===== src/rtl/uart_rx_ctrl_if.sv =====
// Host-side read port of uart_rx_ctrl: FIFO head, valid/ready handshake and occupancy.
interface uart_rx_ctrl_if #(
    parameter int CNT_W = 3
);
    logic [7:0]       o_data;
    logic             o_data_perr;
    logic             o_valid;
    logic             i_ready;
    logic [CNT_W-1:0] o_count;

    modport master (
        output o_data,
        output o_data_perr,
        output o_valid,
        output o_count,
        input  i_ready
    );

    modport slave (
        input  o_data,
        input  o_data_perr,
        input  o_valid,
        input  o_count,
        output i_ready
    );
endinterface


===== src/rtl/uart_rx_ctrl.sv =====
// Post-receiver controller: drives the receiver prescale, checks each 11-bit frame,
// buffers good bytes in a small FIFO for the host and keeps sticky error status.
module uart_rx_ctrl #(
    parameter int DEPTH = 4,
    parameter int CNT_W = 3
) (
    input  logic        i_clk,
    input  logic        i_arst_n,
    input  logic [1:0]  i_prescale_sel,
    input  logic        i_par_en,
    input  logic        i_par_odd,
    input  logic        i_active_flag,
    input  logic        i_frame_done,
    input  logic [10:0] i_frame,
    input  logic        i_err_clr,
    output logic [5:0]  o_prescale,
    output logic        o_busy,
    output logic        o_par_err,
    output logic        o_frm_err,
    output logic        o_overrun,
    uart_rx_ctrl_if.master host
);
    localparam int AW = $clog2(DEPTH);

    typedef enum logic [1:0] {IDLE, CAPTURE, CHECK, PUSH} state_t;

    state_t           state;
    logic             done_q;
    logic             done_rise;
    logic [10:0]      frame_q;
    logic             frm_bad;
    logic             par_bad;
    logic [8:0]       mem [DEPTH];
    logic [AW-1:0]    wr_ptr;
    logic [AW-1:0]    rd_ptr;
    logic [CNT_W-1:0] count;
    logic             pop;
    logic             push;
    logic             space;

    function automatic logic [5:0] prescale_of(input logic [1:0] sel);
        case (sel)
            2'b01:   prescale_of = 6'd16;
            2'b10:   prescale_of = 6'd32;
            default: prescale_of = 6'd8;
        endcase
    endfunction

    assign done_rise = i_frame_done && !done_q;
    assign o_busy    = (state != IDLE) || i_active_flag;

    // A pop in the same cycle frees a slot, so a full FIFO still takes the write.
    assign pop   = host.o_valid && host.i_ready;
    assign space = (count != CNT_W'(DEPTH)) || pop;
    assign push  = (state == PUSH) && space;

    always_ff @(posedge i_clk or negedge i_arst_n) begin
        if (!i_arst_n) begin
            state      <= IDLE;
            done_q     <= 1'b0;
            frm_bad    <= 1'b0;
            par_bad    <= 1'b0;
            o_prescale <= 6'd8;
            o_par_err  <= 1'b0;
            o_frm_err  <= 1'b0;
            o_overrun  <= 1'b0;
        end else begin
            done_q <= i_frame_done;
            // Prescale only moves between frames so the receiver never sees a mid-frame change.
            if (state == IDLE && !i_active_flag)
                o_prescale <= prescale_of(i_prescale_sel);
            case (state)
                IDLE: begin
                    if (done_rise)
                        state <= CAPTURE;
                end
                CAPTURE: begin
                    frm_bad <= frame_q[0] | ~frame_q[10];
                    par_bad <= i_par_en & (^frame_q[9:1] ^ i_par_odd);
                    state   <= CHECK;
                end
                CHECK: begin
                    if (frm_bad) begin
                        o_frm_err <= 1'b1;
                        state     <= IDLE;
                    end else begin
                        if (par_bad)
                            o_par_err <= 1'b1;
                        state <= PUSH;
                    end
                end
                PUSH: begin
                    if (!space)
                        o_overrun <= 1'b1;
                    state <= IDLE;
                end
                default: state <= IDLE;
            endcase
            if (i_err_clr) begin
                o_par_err <= 1'b0;
                o_frm_err <= 1'b0;
                o_overrun <= 1'b0;
            end
        end
    end

    always_ff @(posedge i_clk) begin
        if (state == IDLE && done_rise)
            frame_q <= i_frame;
        if (push)
            mem[wr_ptr] <= {par_bad, frame_q[8:1]};
    end

    always_ff @(posedge i_clk or negedge i_arst_n) begin
        if (!i_arst_n) begin
            wr_ptr <= '0;
            rd_ptr <= '0;
            count  <= '0;
        end else begin
            if (push)
                wr_ptr <= wr_ptr + AW'(1);
            if (pop)
                rd_ptr <= rd_ptr + AW'(1);
            if (push && !pop)
                count <= count + CNT_W'(1);
            else if (pop && !push)
                count <= count - CNT_W'(1);
        end
    end

    assign host.o_valid     = (count != '0);
    assign host.o_count     = count;
    assign host.o_data      = host.o_valid ? mem[rd_ptr][7:0] : 8'h00;
    assign host.o_data_perr = host.o_valid ? mem[rd_ptr][8]   : 1'b0;
endmodule

===== src/flat_wrapper.sv =====
// flat-port wrapper written by rule: the top's interface ports become plain ports
module uart_rx_ctrl_flat 
#(
    parameter int DEPTH = 4,
    parameter int CNT_W = 3
)
  (i_clk, i_arst_n, i_prescale_sel, i_par_en, i_par_odd, i_active_flag, i_frame_done, i_frame, i_err_clr, o_prescale, o_busy, o_par_err, o_frm_err, o_overrun, host_o_data, host_o_data_perr, host_o_valid, host_o_count, host_i_ready);
  uart_rx_ctrl_if #(.CNT_W(CNT_W)) host_i ();
  input  logic i_clk;
  input  logic i_arst_n;
  input  logic [1:0] i_prescale_sel;
  input  logic i_par_en;
  input  logic i_par_odd;
  input  logic i_active_flag;
  input  logic i_frame_done;
  input  logic [10:0] i_frame;
  input  logic i_err_clr;
  output logic [5:0] o_prescale;
  output logic o_busy;
  output logic o_par_err;
  output logic o_frm_err;
  output logic o_overrun;
  output wire logic [$bits(host_i.o_data)-1:0] host_o_data;
  output wire logic [$bits(host_i.o_data_perr)-1:0] host_o_data_perr;
  output wire logic [$bits(host_i.o_valid)-1:0] host_o_valid;
  output wire logic [$bits(host_i.o_count)-1:0] host_o_count;
  input wire logic [$bits(host_i.i_ready)-1:0] host_i_ready;
  assign host_o_data = host_i.o_data;
  assign host_o_data_perr = host_i.o_data_perr;
  assign host_o_valid = host_i.o_valid;
  assign host_o_count = host_i.o_count;
  assign host_i.i_ready = host_i_ready;
  uart_rx_ctrl #(.DEPTH(DEPTH), .CNT_W(CNT_W)) u_core (.i_clk(i_clk), .i_arst_n(i_arst_n), .i_prescale_sel(i_prescale_sel), .i_par_en(i_par_en), .i_par_odd(i_par_odd), .i_active_flag(i_active_flag), .i_frame_done(i_frame_done), .i_frame(i_frame), .i_err_clr(i_err_clr), .o_prescale(o_prescale), .o_busy(o_busy), .o_par_err(o_par_err), .o_frm_err(o_frm_err), .o_overrun(o_overrun), .host(host_i));
endmodule

===== config.mk =====
export PLATFORM = sky130hd
export DESIGN_NAME = uart_rx_ctrl_flat
export DESIGN_NICKNAME = d
export VERILOG_FILES = /design/src/rtl/uart_rx_ctrl_if.sv /design/src/rtl/uart_rx_ctrl.sv /design/src/flat_wrapper.sv
export SDC_FILE = /design/constraint.sdc
export NUM_CORES = 1
export LEC_CHECK = 0
export ABC_AREA = 1
export CAP_MARGIN = 40
export CORE_MARGIN = 2
export CORE_UTILIZATION = 30
export DETAILED_ROUTE_END_ITERATION = 12
export GPL_ROUTABILITY_DRIVEN = 0
export SYNTH_ARGS = -nofsm -noshare
export SYNTH_HDL_FRONTEND = slang
export SYNTH_SLANG_ARGS = --single-unit

===== constraint.sdc =====
create_clock -name i_clk -period 2.9 [get_ports i_clk]
set_clock_uncertainty 0.15 [all_clocks]
set_input_delay 0.29 -clock i_clk [delete_from_list [all_inputs] [get_ports i_clk]]
set_output_delay 0.29 -clock i_clk [all_outputs]
set_load 0.1 [all_outputs]

Word-level counts from Yosys, hierarchy flattened

Memory sizes are Yosys's and may differ from the RTL's.
Index checks and enable logic that the tools add are counted.

Output and inout port bits: 23
Input bits: 21
Bits in writable memories: 36
Bits in registers: 32
Memories: 1

Memory list:

| name       | depth | width | read ports | clocked after memory_dff | wr ports | line               | text |
|---|---|---|---|---|---|---|---|
| u_core.mem | 4     | 9     | 1          | 0                        | 1        | uart_rx_ctrl.sv:33 | `logic [8:0] mem [DEPTH];` |

Bitwise logic cells: 4
Equality and inequality tests: 9
Multiplexer cells: 20
$add $sub $neg: 4
Reduce and logical (&&, ||, !) cells: 25

Operators by type and width:

| cell                                                                  | number |
|---|---|
| 1-bit 2-to-1 mux                                                      | 13 |
| 6-bit case mux with 2 select lines                                    | 1 |
| 2-bit nonzero test                                                    | 6 |
| 9-bit XOR reduction                                                   | 1 |
| 8-bit 2-to-1 mux                                                      | 1 |
| 2-bit case mux with 4 select lines                                    | 1 |
| 1-bit logical AND                                                     | 7 |
| 2-bit equality test, second input constant                            | 3 |
| 3-bit 2-to-1 mux                                                      | 2 |
| 2-bit by 1-bit adder with 2-bit output, second input constant         | 2 |
| 2-bit by 1-bit equality test with 1-bit output, second input constant | 2 |
| 1-bit zero test                                                       | 4 |
| 2-bit 2-to-1 mux                                                      | 2 |
| 2-bit != test, second input constant                                  | 2 |
| 2-bit AND reduction                                                   | 2 |
| 3-bit by 1-bit adder with 3-bit output, second input constant         | 1 |
| 3-bit != test, second input constant                                  | 1 |
| 3-bit AND reduction                                                   | 1 |
| 3-bit nonzero test                                                    | 1 |
| 3-bit by 1-bit subtractor with 3-bit output, second input constant    | 1 |
| 2-bit zero test                                                       | 1 |
| 1-bit logical OR                                                      | 2 |
| 2-bit by 1-bit != test with 1-bit output, second input constant       | 1 |
| 1-bit AND                                                             | 1 |
| 3 further kinds                                                       | 3 |

Logic depth before layout (Yosys ltp)

Gate-level depths: netlist (run 1).

Word-level depth: 8
Mapped depth: 11
Depth with buffers taken out: 11

Worst setup path after synthesis (run 1)

Ideal clock, no wire load.

Kind: reg-to-output
From: register u_core.count[1], in the netlist u_core.host.o_count[1]
To: output host_o_data[0]
Data arrival time: 3.803 ns
Data required time: 2.460 ns
Setup slack: -1.343 ns
Stages on the path, launching flop included: 5
Buffers on the path: 0
Path through: dfrtp_1 nor2_1 nand2_1 clkinv_1 a21oi_1

Longest elaborated chain between the ends: 2

Ends and longest elaborated chain:

| element                | line                | text |
|---|---|---|
| from (decl)            | uart_rx_ctrl.sv:36  | `logic [CNT_W-1:0] count;` |
| from (signal assigned) | uart_rx_ctrl.sv:125 | `count <= count + CNT_W'(1);` |
| from (signal assigned) | uart_rx_ctrl.sv:127 | `count <= count - CNT_W'(1);` |
| 3-bit nonzero test     | uart_rx_ctrl.sv:131 | `assign host.o_valid = (count != '0);` |
| named net host_o_valid | flat_wrapper.sv:25  | `output wire logic [$bits(host_i.o_valid)-1:0] host_o_valid;` |
| 8-bit 2-to-1 mux       | uart_rx_ctrl.sv:133 | `assign host.o_data = host.o_valid ? mem[rd_ptr][7:0] : 8'h00;` |
| to (decl)              | flat_wrapper.sv:23  | `output wire logic [$bits(host_i.o_data)-1:0] host_o_data;` |

The timed path passes the listed nets, and every way through them passes these cells.

Final worst setup path (run 1)

From: register u_core.rd_ptr[1]
To: output host_o_data[4]

Longest elaborated chain between the ends: 2

Ends and longest elaborated chain:

| element                | line                | text |
|---|---|---|
| from (decl)            | uart_rx_ctrl.sv:35  | `logic [AW-1:0] rd_ptr;` |
| from (signal assigned) | uart_rx_ctrl.sv:123 | `rd_ptr <= rd_ptr + AW'(1);` |
| memory read 4 x 9 bit  | -                   |  |
| 8-bit 2-to-1 mux       | uart_rx_ctrl.sv:133 |  |

No other way between the ends.

==> results of run 1 <==
## worst reg2reg max path, delay by kind of cell, from the launching register on
family,cells,cell delay (ns)
compound gates,2,0.25
xor+xnor,1,0.15
fa+ha+maj,2,0.51
buf+inv,3,0.30
flops,1,0.44
simple gates,3,0.40
## kinds of logic (layout without fill, tap and decap cells)
family                   count (synthesis)  count (layout)
AO/OA/AOI/OAI                           36              36
AND/OR/NAND/NOR                         97              97
flip-flops                              65              65
adder cells (fa/ha/maj)                  8               8
buffers and inverters                   45             101
multiplexers                             4               4
other                                    1               3
XOR/XNOR                                 7               7
## synth_stat cells, drive strengths merged
library cell | n | area [um2]
mux2 | 4 | 56.3
nand4 | 1 | 6.26
a21oi | 13 | 65.1
dfrtp | 17 | 425
nand2 | 36 | 135
xnor2 | 1 | 8.76
or2 | 1 | 6.26
fa | 1 | 20.0
edfxtp | 47 | 1410
clkbuf | 2 | 7.51
nor2 | 47 | 176
clkinv | 2 | 7.51
ha | 7 | 87.6
o21ai | 23 | 115
inv | 35 | 131
buf | 6 | 43.8
xor2 | 6 | 52.6
dfstp | 1 | 26.3
conb | 1 | 3.75
nand3 | 12 | 60.1
## through the flow
| stage | instances | utilization | hold slack, ns |
|---|---|---|---|
| global placement | 433 | 0.369 | 0.327 |
| CTS | 450 | 0.391 | 0.131 |
| global route | 450 | 0.391 | 0.136 |
| detailed placement | 434 | 0.371 | 0.322 |
| finish | 450 | 0.391 | 0.136 |
| floorplan | 265 | - | -0.156 |
## area by class of cell
cell class	instances	area share
Timing Repair Buffer	48	0.116
Multi-Input combinational cell	155	0.233
Clock buffer	12	0.0401
Clock inverter	4	0.0121
Sequential cell	65	0.516
Tap cell	129	0.0446
Inverter	37	0.0387
## sequential cells by signal (all words and copies together) (netlist names)
signal and cells:
u_core.done_q 1, u_core.frame_q 11, u_core.frm_bad 1, u_core.host.o_count 3, u_core.mem 36, u_core.o_frm_err 1, u_core.o_overrun 1, u_core.o_par_err 1
u_core.o_prescale 3, u_core.par_bad 1, u_core.rd_ptr 2, u_core.state 2, u_core.wr_ptr 2
## worst paths after layout
kind / to / depth (start not counted) / startpoint
worst min-delay path: u_core.o_frm_err / 2 / i_arst_n
worst max register to register: u_core.host.o_count[2] / 11 / u_core.host.o_count[0]
worst max-delay path: host_o_data[4] / 5 / u_core.rd_ptr[1]
worst min register to register: u_core.frm_bad / 2 / u_core.frame_q[0]
min in group i_clk: u_core.done_q / 1 / i_frame_done
max in group asynchronous: u_core.o_prescale[3] / 2 / i_arst_n
## metal layers
layer  up-vias  GRT usage  share of wire
li1        960          -              -
met1       888      0.151           0.49
met2        49      0.164           0.43
met3        11     0.0414          0.055
met4         0     0.0624          0.026
met5         -          0              0
## layout by cell type (no fill, tap or decap), drive strengths merged
cell type and n:
dfstp 1, o21ai 23, nand2 36, or2 1, mux2 4, nand3 12, inv 35, nand4 1
xnor2 1, clkdlybuf4s50 20, bufinv 1, clkbuf 12, clkinv 5, fa 1, ha 7, dfrtp 17
conb 3, xor2 6, edfxtp 47, a21oi 13, nor2 47, buf 28
==> impl_metrics.env, run 1 <==
export IMPL_first_pass_iters=4
export IMPL_synth_top_family_by_area="simple AND/OR/NAND/NOR gates"
export IMPL_cts_setup_buffers=0
export IMPL_holdBufCountCts=0
export IMPL_crit_path_end_kind="output pin"
export IMPL_status="finished, final reports clean"
export IMPL_grt_pass1_wl_um=8790
export IMPL_numPortBuffers=40
export IMPL_synthSimpleGateAreaFrac=0.135
export IMPL_num_rows=35
export IMPL_cp_arrival_ns=2.01
export IMPL_ys_warn_count=0
export IMPL_cp_max_fo=10
export IMPL_crit_buf_inv=2
export IMPL_antenna_found_initial=0
export IMPL_rsz0062_at_grt="false"
export IMPL_synth_cells=263
export IMPL_cp_slowest_cell="dfrtp_1"
export IMPL_worst_setup_path_type="flop to output pin"
export IMPL_cts_path_max_buffers=2
export IMPL_cp_data_required_time_ns=2.46
export IMPL_drive_above_1_share=0.187
export IMPL_min_period_ns=2.45
export IMPL_nFillCells=905
export IMPL_drc_errors=0
export IMPL_fin_area_mm2=0.00362
export IMPL_drv_cap=0
export IMPL_grt_pass1_vias=1825
export IMPL_cts_repair_resized=0
export IMPL_critPathLaunchType="flop"
export IMPL_n_antenna_cell=0
export IMPL_synth_compound_area_share=0.0633
export IMPL_hp_class="input port to async pin"
export IMPL_grt_max_degree=22
export IMPL_dpl_cell_area_mm2=0.00343
export IMPL_critPathTopFamily="buffers and inverters"
export IMPL_cts_root_buf="clkbuf_8"
export IMPL_cts_made_buffers=9
export IMPL_pin_count=44
export IMPL_die_y_um=101
export IMPL_ys_ff_latch=65
export IMPL_synth_adder_area_share=0.0378
export IMPL_grt_usage=0.115
export IMPL_synth_xor_area_frac=0.0215
export IMPL_synth_area_mm2=0.00285
export IMPL_path_cells="clkinv_1 > nor2_1 > o21ai_0 > a21oi_2 > buf_4"
export IMPL_cts_tree="built"
export IMPL_area_growth_pct=27.1
export IMPL_reg2reg_setup_slack_ns=0.56
export IMPL_setup_slack_ns=0.447
export IMPL_dp_final_hpwl_um=3800
export IMPL_clock_latency_ns=0.34
export IMPL_fin_setup_tns_ns=0
export IMPL_avgSynthCellArea_um2=10.8
export IMPL_synthDistinctLibCells=23
export IMPL_cts_num_sinks=65
export IMPL_via_count=1908
export IMPL_seq_area_mm2=0.00187
export IMPL_multi_input_area_um2=842
export IMPL_finalHoldViolCount=0
export IMPL_timing_fmax_ghz=0.408
export IMPL_core_area_mm2=0.00924
export IMPL_slew_violations=0
export IMPL_post_route_period_util=0.846
export IMPL_synthMuxAreaShare=0.0198
export IMPL_drtAntennaViolNets=0
export IMPL_totalWireLength_um=5280
export IMPL_pre_cts_ws_ns=0.508
export IMPL_grt_overflow=0
export IMPL_cts_clk_slew_worst_paths_ns=0.07
export IMPL_post_drt_via_cell_ratio=4.24
export IMPL_nets=345
export IMPL_drt_iter0_drc=116
export IMPL_initial_utilization=0.308
export IMPL_die_w_um=101
export IMPL_ys_seq_area_frac=0.655
export IMPL_dieArea_mm2=0.0103
export IMPL_setup_violations=0
export IMPL_cts_htree_levels=3
export IMPL_cpPeakStageDelay_ns=0.54
export IMPL_wl_per_cell_um=11.7
Power of run 1 is not shown: default switching activity piles up to over one toggle a cycle in this logic, so the estimate is an artifact.
==> run 2, diff against run 1 <==
clock period = 2.1 ns   (was 2.9 ns; I/O delays follow)
==> impl_metrics.env, run 2 (same netlist as run 1, synthesis figures left out) <==
export IMPL_dieArea_mm2=0.0103
export IMPL_grt_pass1_vias=2021
export IMPL_antenna_found_initial=0
export IMPL_cts_path_max_buffers=2
export IMPL_finalHoldViolCount=0
export IMPL_slew_violations=0
export IMPL_initial_utilization=0.308
export IMPL_cp_arrival_ns=2.12
export IMPL_crit_buf_inv=3
export IMPL_critPathLaunchType="flop"
export IMPL_path_cells="nor2_4 > nand2_8 > clkinv_8 > nor2_4 > inv_2 > ha_4 > inv_4 > fa_2 > a21oi_2 > o21ai_1 > xor2_1"
export IMPL_clock_latency_ns=0.34
export IMPL_top_layer="met4"
export IMPL_num_rows=35
export IMPL_setup_violations=0
export IMPL_largest_reg_flops=36
export IMPL_area_growth_pct=40.7
export IMPL_n_antenna_cell=0
export IMPL_cp_max_fo=2
export IMPL_min_period_ns=2.05
export IMPL_crit_cells=11
export IMPL_crit_path_frequent_cell="nor2_4"
export IMPL_post_route_period_util=0.974
export IMPL_drv_cap=0
export IMPL_drive_above_1_share=0.280
export IMPL_die_w_um=101
export IMPL_grt_pass1_wl_um=8970
export IMPL_cpPeakStageDelay_ns=0.49
export IMPL_hp_class="input port to async pin"
export IMPL_holdBufCountCts=0
export IMPL_wl_met3_um=266
export IMPL_critPathTopFamily="flip-flops"
export IMPL_final_cell_mix="edfxtp_1 (47), nor2_1 (40), nand2_1 (35)"
export IMPL_cts_root_buf="clkbuf_8"
export IMPL_met1_length_um=2460
export IMPL_grt_usage=0.114
export IMPL_wl_per_cell_um=11.7
export IMPL_worst_setup_path_type="flop to flop"
export IMPL_die_y_um=101
export IMPL_cts_tree="built"
export IMPL_cp_data_required_time_ns=2.17
export IMPL_cts_htree_levels=3
export IMPL_dp_final_hpwl_um=3930
export IMPL_status="finished, final reports clean"
export IMPL_drt_iter0_drc=45
export IMPL_drtAntennaViolNets=0
export IMPL_grt_overflow=0
export IMPL_largest_register="u_core.mem"
export IMPL_post_drt_via_cell_ratio=4.29
export IMPL_totalWireLength_um=5420
export IMPL_cts_clk_slew_worst_paths_ns=0.07
export IMPL_cts_made_buffers=9
export IMPL_timing_fmax_ghz=0.489
export IMPL_layout_commonest_cell="edfxtp_1"
export IMPL_rsz0062_at_grt="true"
export IMPL_pre_cts_ws_ns=-0.100
export IMPL_first_pass_iters=4
export IMPL_pin_count=44
export IMPL_grt_max_degree=19
export IMPL_cts_num_sinks=65
export IMPL_largest_registers="u_core.mem (36), u_core.frame_q (11)"
export IMPL_core_area_mm2=0.00924
export IMPL_met2_wirelength_um=2610
export IMPL_dpl_cell_area_mm2=0.00373
export IMPL_via_count=1996
export IMPL_nets=360
export IMPL_cp_slowest_cell="dfrtp_4"
export IMPL_fin_area_mm2=0.00401
export IMPL_reg2regPathDepth=11
export IMPL_numPortBuffers=40
export IMPL_crit_path_end_kind="flop"
export IMPL_drc_errors=0
export IMPL_setup_slack_ns=0.0546
export IMPL_fin_setup_tns_ns=0
## run 2: path summary, 6_finish.rpt
| check | from | end | slack [ns] |
|---|---|---|---|
| max | u_core.host.o_count[0] | u_core.host.o_count[2] | 0.05 |
| min | i_arst_n | u_core.o_prescale[4] | 0.05 |
| max reg2reg | u_core.host.o_count[0] | u_core.host.o_count[2] | 0.05 |
| min reg2reg | u_core.frame_q[0] | u_core.frm_bad | 0.33 |
| max in group asynchronous | i_arst_n | u_core.host.o_count[2] | 1.20 |
| min in group i_clk | i_frame_done | u_core.done_q | 0.18 |
## run 2: metal layers
layer / GRT usage / vias up
li1: - / 994
met1: 0.138 / 939
met2: 0.190 / 55
met3: 0.0386 / 8
met4: 0.0437 / 0
met5: 0 / -
## run 2: area by class of cell
| cell class | instances | area [um2] |
|---|---|---|
| Clock buffer | 10 | 128 |
| Sequential cell | 65 | 1880 |
| Timing Repair Buffer | 62 | 682 |
| Multi-Input combinational cell | 155 | 902 |
| Inverter | 37 | 158 |
| Fill cell | 875 | 5240 |
| Timing Repair inverter | 1 | 7.51 |
| Tap cell | 129 | 161 |
| Clock inverter | 6 | 91.3 |
## run 2: repair_timing
action | in CTS | in global routing
pin swaps | 1 | 6
setup buffers | 1 | 1
endpoints found under the hold margin | 0 | 0
gates resized for setup | 1 | 10
setup endpoints to repair | 3 | 6
cloned | 0 | 1
## run 2: per-stage QoR
stage / hold slack, ns / utilization / std cells
detailed placement: 0.325 / 0.404 / 446
CTS: 0.0596 / 0.429 / 463
floorplan: -0.236 / - / 265
global route: 0.0542 / 0.433 / 465
finish: 0.0495 / 0.433 / 465
global placement: 0.319 / 0.404 / 446
Power of run 2 is left out for the same reason.
==> run 3, diff against run 2 <==
CORE_MARGIN = 10   (was 2)
MAX_ROUTING_LAYER = met4   (was unset)
TNS_END_PERCENT = 30   (was unset)
==> impl_metrics.env, run 3 (same netlist as run 1, synthesis figures left out) <==
export IMPL_status="finished, final reports clean"
export IMPL_met2_wirelength_um=2700
export IMPL_fin_hold_ws_ns=0.0589
export IMPL_first_pass_iters=4
export IMPL_pin_count=44
export IMPL_setup_slack_ns=0.0502
export IMPL_dieArea_mm2=0.0138
export IMPL_grt_usage=0.0865
export IMPL_holdBufCountCts=0
export IMPL_pre_cts_ws_ns=-0.120
export IMPL_crit_path_end_kind="flop"
export IMPL_cts_made_buffers=9
export IMPL_met1_length_um=2700
export IMPL_layout_commonest_cell="edfxtp_1"
export IMPL_core_area_mm2=0.00924
export IMPL_cp_data_required_time_ns=2.17
export IMPL_largest_reg_flops=36
export IMPL_totalWireLength_um=5690
export IMPL_area_growth_pct=38.6
export IMPL_drive_above_1_share=0.260
export IMPL_cp_arrival_ns=2.12
export IMPL_cts_path_max_buffers=2
export IMPL_top_layer="met4"
export IMPL_cts_tree="built"
export IMPL_num_rows=35
export IMPL_largest_register="u_core.mem"
export IMPL_dp_final_hpwl_um=4040
export IMPL_setup_violations=0
export IMPL_post_route_period_util=0.976
export IMPL_die_y_um=117
export IMPL_cts_num_sinks=65
export IMPL_worst_setup_path_type="flop to flop"
export IMPL_wl_met3_um=178
export IMPL_slew_violations=0
export IMPL_largest_registers="u_core.mem (36), u_core.frame_q (11)"
export IMPL_drt_iter0_drc=53
export IMPL_min_period_ns=2.05
export IMPL_r2r_start="u_core.host.o_count[1]"
export IMPL_post_drt_via_cell_ratio=4.15
export IMPL_drv_cap=0
export IMPL_final_cell_mix="edfxtp_1 (47), nor2_1 (43), nand2_1 (35)"
export IMPL_finalHoldViolCount=0
export IMPL_grt_pass1_vias=1976
export IMPL_fin_setup_tns_ns=0
export IMPL_drtAntennaViolNets=0
export IMPL_grt_overflow=0
export IMPL_cp_max_fo=2
export IMPL_cts_clk_slew_worst_paths_ns=0.07
export IMPL_crit_start="u_core.host.o_count[1]"
export IMPL_grt_pass1_wl_um=9320
export IMPL_hp_class="input port to async pin"
export IMPL_antenna_found_initial=0
export IMPL_wl_per_cell_um=12.3
export IMPL_n_antenna_cell=0
export IMPL_via_count=1924
export IMPL_clock_latency_ns=0.34
export IMPL_timing_fmax_ghz=0.488
export IMPL_rsz0062_at_grt="true"
export IMPL_nets=359
export IMPL_cts_htree_levels=3
export IMPL_grt_max_degree=21
export IMPL_cts_root_buf="clkbuf_8"
export IMPL_die_w_um=117
export IMPL_critPathLaunchType="flop"
export IMPL_numPortBuffers=40
export IMPL_initial_utilization=0.308
export IMPL_drc_errors=0
run 3: per-stage QoR:
| step | util | cell area (um2) | cells |
|---|---|---|---|
| 6_report | 0.427 | 3950 | 464 |
| 5_1_grt | 0.427 | 3950 | 464 |
| 4_1_cts | 0.421 | 3890 | 461 |
| 3_5_place_dp | 0.401 | 3700 | 445 |
| 3_3_place_gp | 0.401 | 3700 | 445 |
| 2_1_floorplan | - | 2950 | 265 |
run 3: routing by layer:
metal,GRT usage,vias up
met5,-,-
met4,0.0516,0
met3,0.0192,10
met2,0.133,39
met1,0.101,889
li1,-,986
run 3: layout make-up:
class	instances	area (um2)
Sequential cell	65	1880
Timing Repair Buffer	61	671
Clock buffer	10	128
Multi-Input combinational cell	155	888
Tap cell	129	161
Clock inverter	6	58.8
Inverter	37	155
Timing Repair inverter	1	7.51
Fill cell	873	5300
run 3: path summary, 6_finish.rpt:
check                                               to  slack [ns]  cells after the start
worst max-delay path            u_core.host.o_count[1]        0.05                      8
worst min-delay path                     u_core.done_q        0.06                      2
worst min register to register          u_core.frm_bad        0.34                      2
max in group asynchronous         u_core.o_prescale[3]        1.48                      2
worst max register to register  u_core.host.o_count[1]        0.05                      8
min in group i_clk                       u_core.done_q        0.19                      1
run 3: critical path, stage by stage, from the launching register on:
cell and delay (ns):
dfrtp_4 0.49, nor2_4 0.19, nand3_2 0.10, inv_2 0.07
nor2_2 0.04, ha_2 0.17, inv_2 0.06, fa_2 0.41
mux2_4 0.27
run 3: timing repair:
item | in CTS | in global routing
gates resized for setup | 1 | 12
pin swaps | 0 | 4
endpoints found under the setup margin | 2 | 10
gates cloned | 0 | 1
buffers inserted | 0 | 2
Power of run 3 is left out for the same reason.
==> patch, RTL diff (config.mk and constraints of run 1) <==
The 4 states of `state_t` get a one-hot encoding in 4 bits.
--- a/src/rtl/uart_rx_ctrl.sv
+++ b/src/rtl/uart_rx_ctrl.sv
@@ -23,5 +23,5 @@
     localparam int AW = $clog2(DEPTH);
 
-    typedef enum logic [1:0] {IDLE, CAPTURE, CHECK, PUSH} state_t;
+    typedef enum logic [3:0] {IDLE = 4'b0001, CAPTURE = 4'b0010, CHECK = 4'b0100, PUSH = 4'b1000} state_t;
 
     state_t           state;
Function: no difference found for any inputs over 10 cycles, from zero or initial values and one cycle with i_arst_n low; not proved beyond that.
==> patch against run 1 <==
Wire length increased by 6.7%. Worst setup slack got worse by 0.12 ns. Area after synthesis increased by 4.4%. Sequential cell count increased by 2. Synthesized cell count increased by 8.0%. Final area increased by 3.5%. Critical path type unchanged.
Power is not shown: default switching activity piles up to over one toggle a cycle in this logic, so the estimate is an artifact.
==> patch: results (changes against run 1) <==
Critical path
  – RR Startpoint: u_core.state[1]
  – Critical path data arrival time: 2.13 ns (+0.12 ns)
  – Cells on worst reg2reg path: 9 (-2)
  – Crit path launch: u_core.rd_ptr[1]
  – Reg2Reg Setup Slack: 0.35 ns (-0.21 ns)

Global route
  – Overall routing resource usage: 11.4% (-0.038 points)
  – Largest net degree at the start of global routing: 21 (-4.5%)
  – Vias in the first global route: 2049 (+12%)
  – First-pass GRT wire length: 9690 µm (+10%)

Yosys
  – Async SR Flop Fraction: 29.9% (+2.2 points)
  – Synth top area cells: edfxtp_1 47%, dfrtp_1 15%, nor2_1 5.8%
  – Distinct cells, synth: 29 (+26%)
  – Synth cell count leaders: 47 x edfxtp_1, 46 x nor2_1, 43 x nand2_1, 38 x inv_1, 21 x o21ai_0
  – Register area share after synthesis: 64.4% (-1.1 points)
  – Mean post-synth cell area: 10.5 µm² (-3.3%)

Finish
  – Fin nets: 365 (+5.8%)
  – Post-route insts no fill: 474 (+5.3%)
  – Layout cells sized above 1: 19.4% (+0.66 points)

Route
  – Vias per inst: 4.24 (about the same)
  – Final WL: 5630 µm (+6.7%)
  – Iter 0 DRT Violations: 126 (+8.6%)

Place
  – DP Area: 0.00355 mm² (+3.6%)
  – Placed cell count: 458 (+5.5%)
  – Post-DP HPWL: 4010 µm (+5.4%)

STA
  – Final hold slack: 0.0167 ns (-0.120 ns)

Run status
  – Status: completed
## patch: how the worst max path moves through the flow
stage / end / slack, ns / cells after the start
2_1_floorplan: u_core.host.o_count[1] / 0.03 / 9
3_3_place_gp: u_core.host.o_count[2] / 0.43 / 9
3_5_place_dp: u_core.host.o_count[2] / 0.35 / 9
4_1_cts: host_o_data[7] / 0.29 / 5
5_1_grt: u_core.host.o_count[2] / 0.03 / 9
6_report: host_o_data[7] / 0.33 / 5
## patch: worst max-delay path, stage by stage, from the launching register on
cell      delay, ns
dfrtp_1        0.59
clkinv_1       0.41
nor2_1         0.18
o21ai_0        0.14
a21oi_2        0.17
buf_4          0.31
## patch: area by class of cell
class                      count  area [µm²]
fill                         962        5940
sequential                    67        1920
multi-input combinational    169         900
timing repair buffer          47         410
tap                          133         166
inverter                      42         159
clock buffer                   9         124
clock inverter                 7        67.6
## patch: cells by family (layout without fill, tap and decap cells)
kind of cell,count (synthesis),in the layout,synth area share (%)
buffers and inverters,50,105,6.99
adders and majority gates,8,8,3.62
AOI/OAI and AO/OA,38,38,6.82
xor gates and xnor gates,8,8,2.36
and+or+nand+nor,111,111,15.3
muxes,1,1,0.379
DFF,67,67,64.4
other,1,3,0.126
## patch: through the flow
stage          worst slack [ns]  util (%)
2_1_floorplan            0.0272         -
3_3_place_gp              0.434      36.5
3_5_place_dp              0.351      36.7
4_1_cts                   0.286      38.7
5_1_grt                  0.0261      38.7
6_report                  0.331      38.7
## patch: metal layers
metal  routed length (µm)  GRT usage [%]  vias to the layer above
li1                     -              -                     1028
met5                    0              0                        -
met1                 2450           14.2                      924
met2                 2740           18.4                       52
met3                  353           3.27                        7
met4                   91           5.21                        0
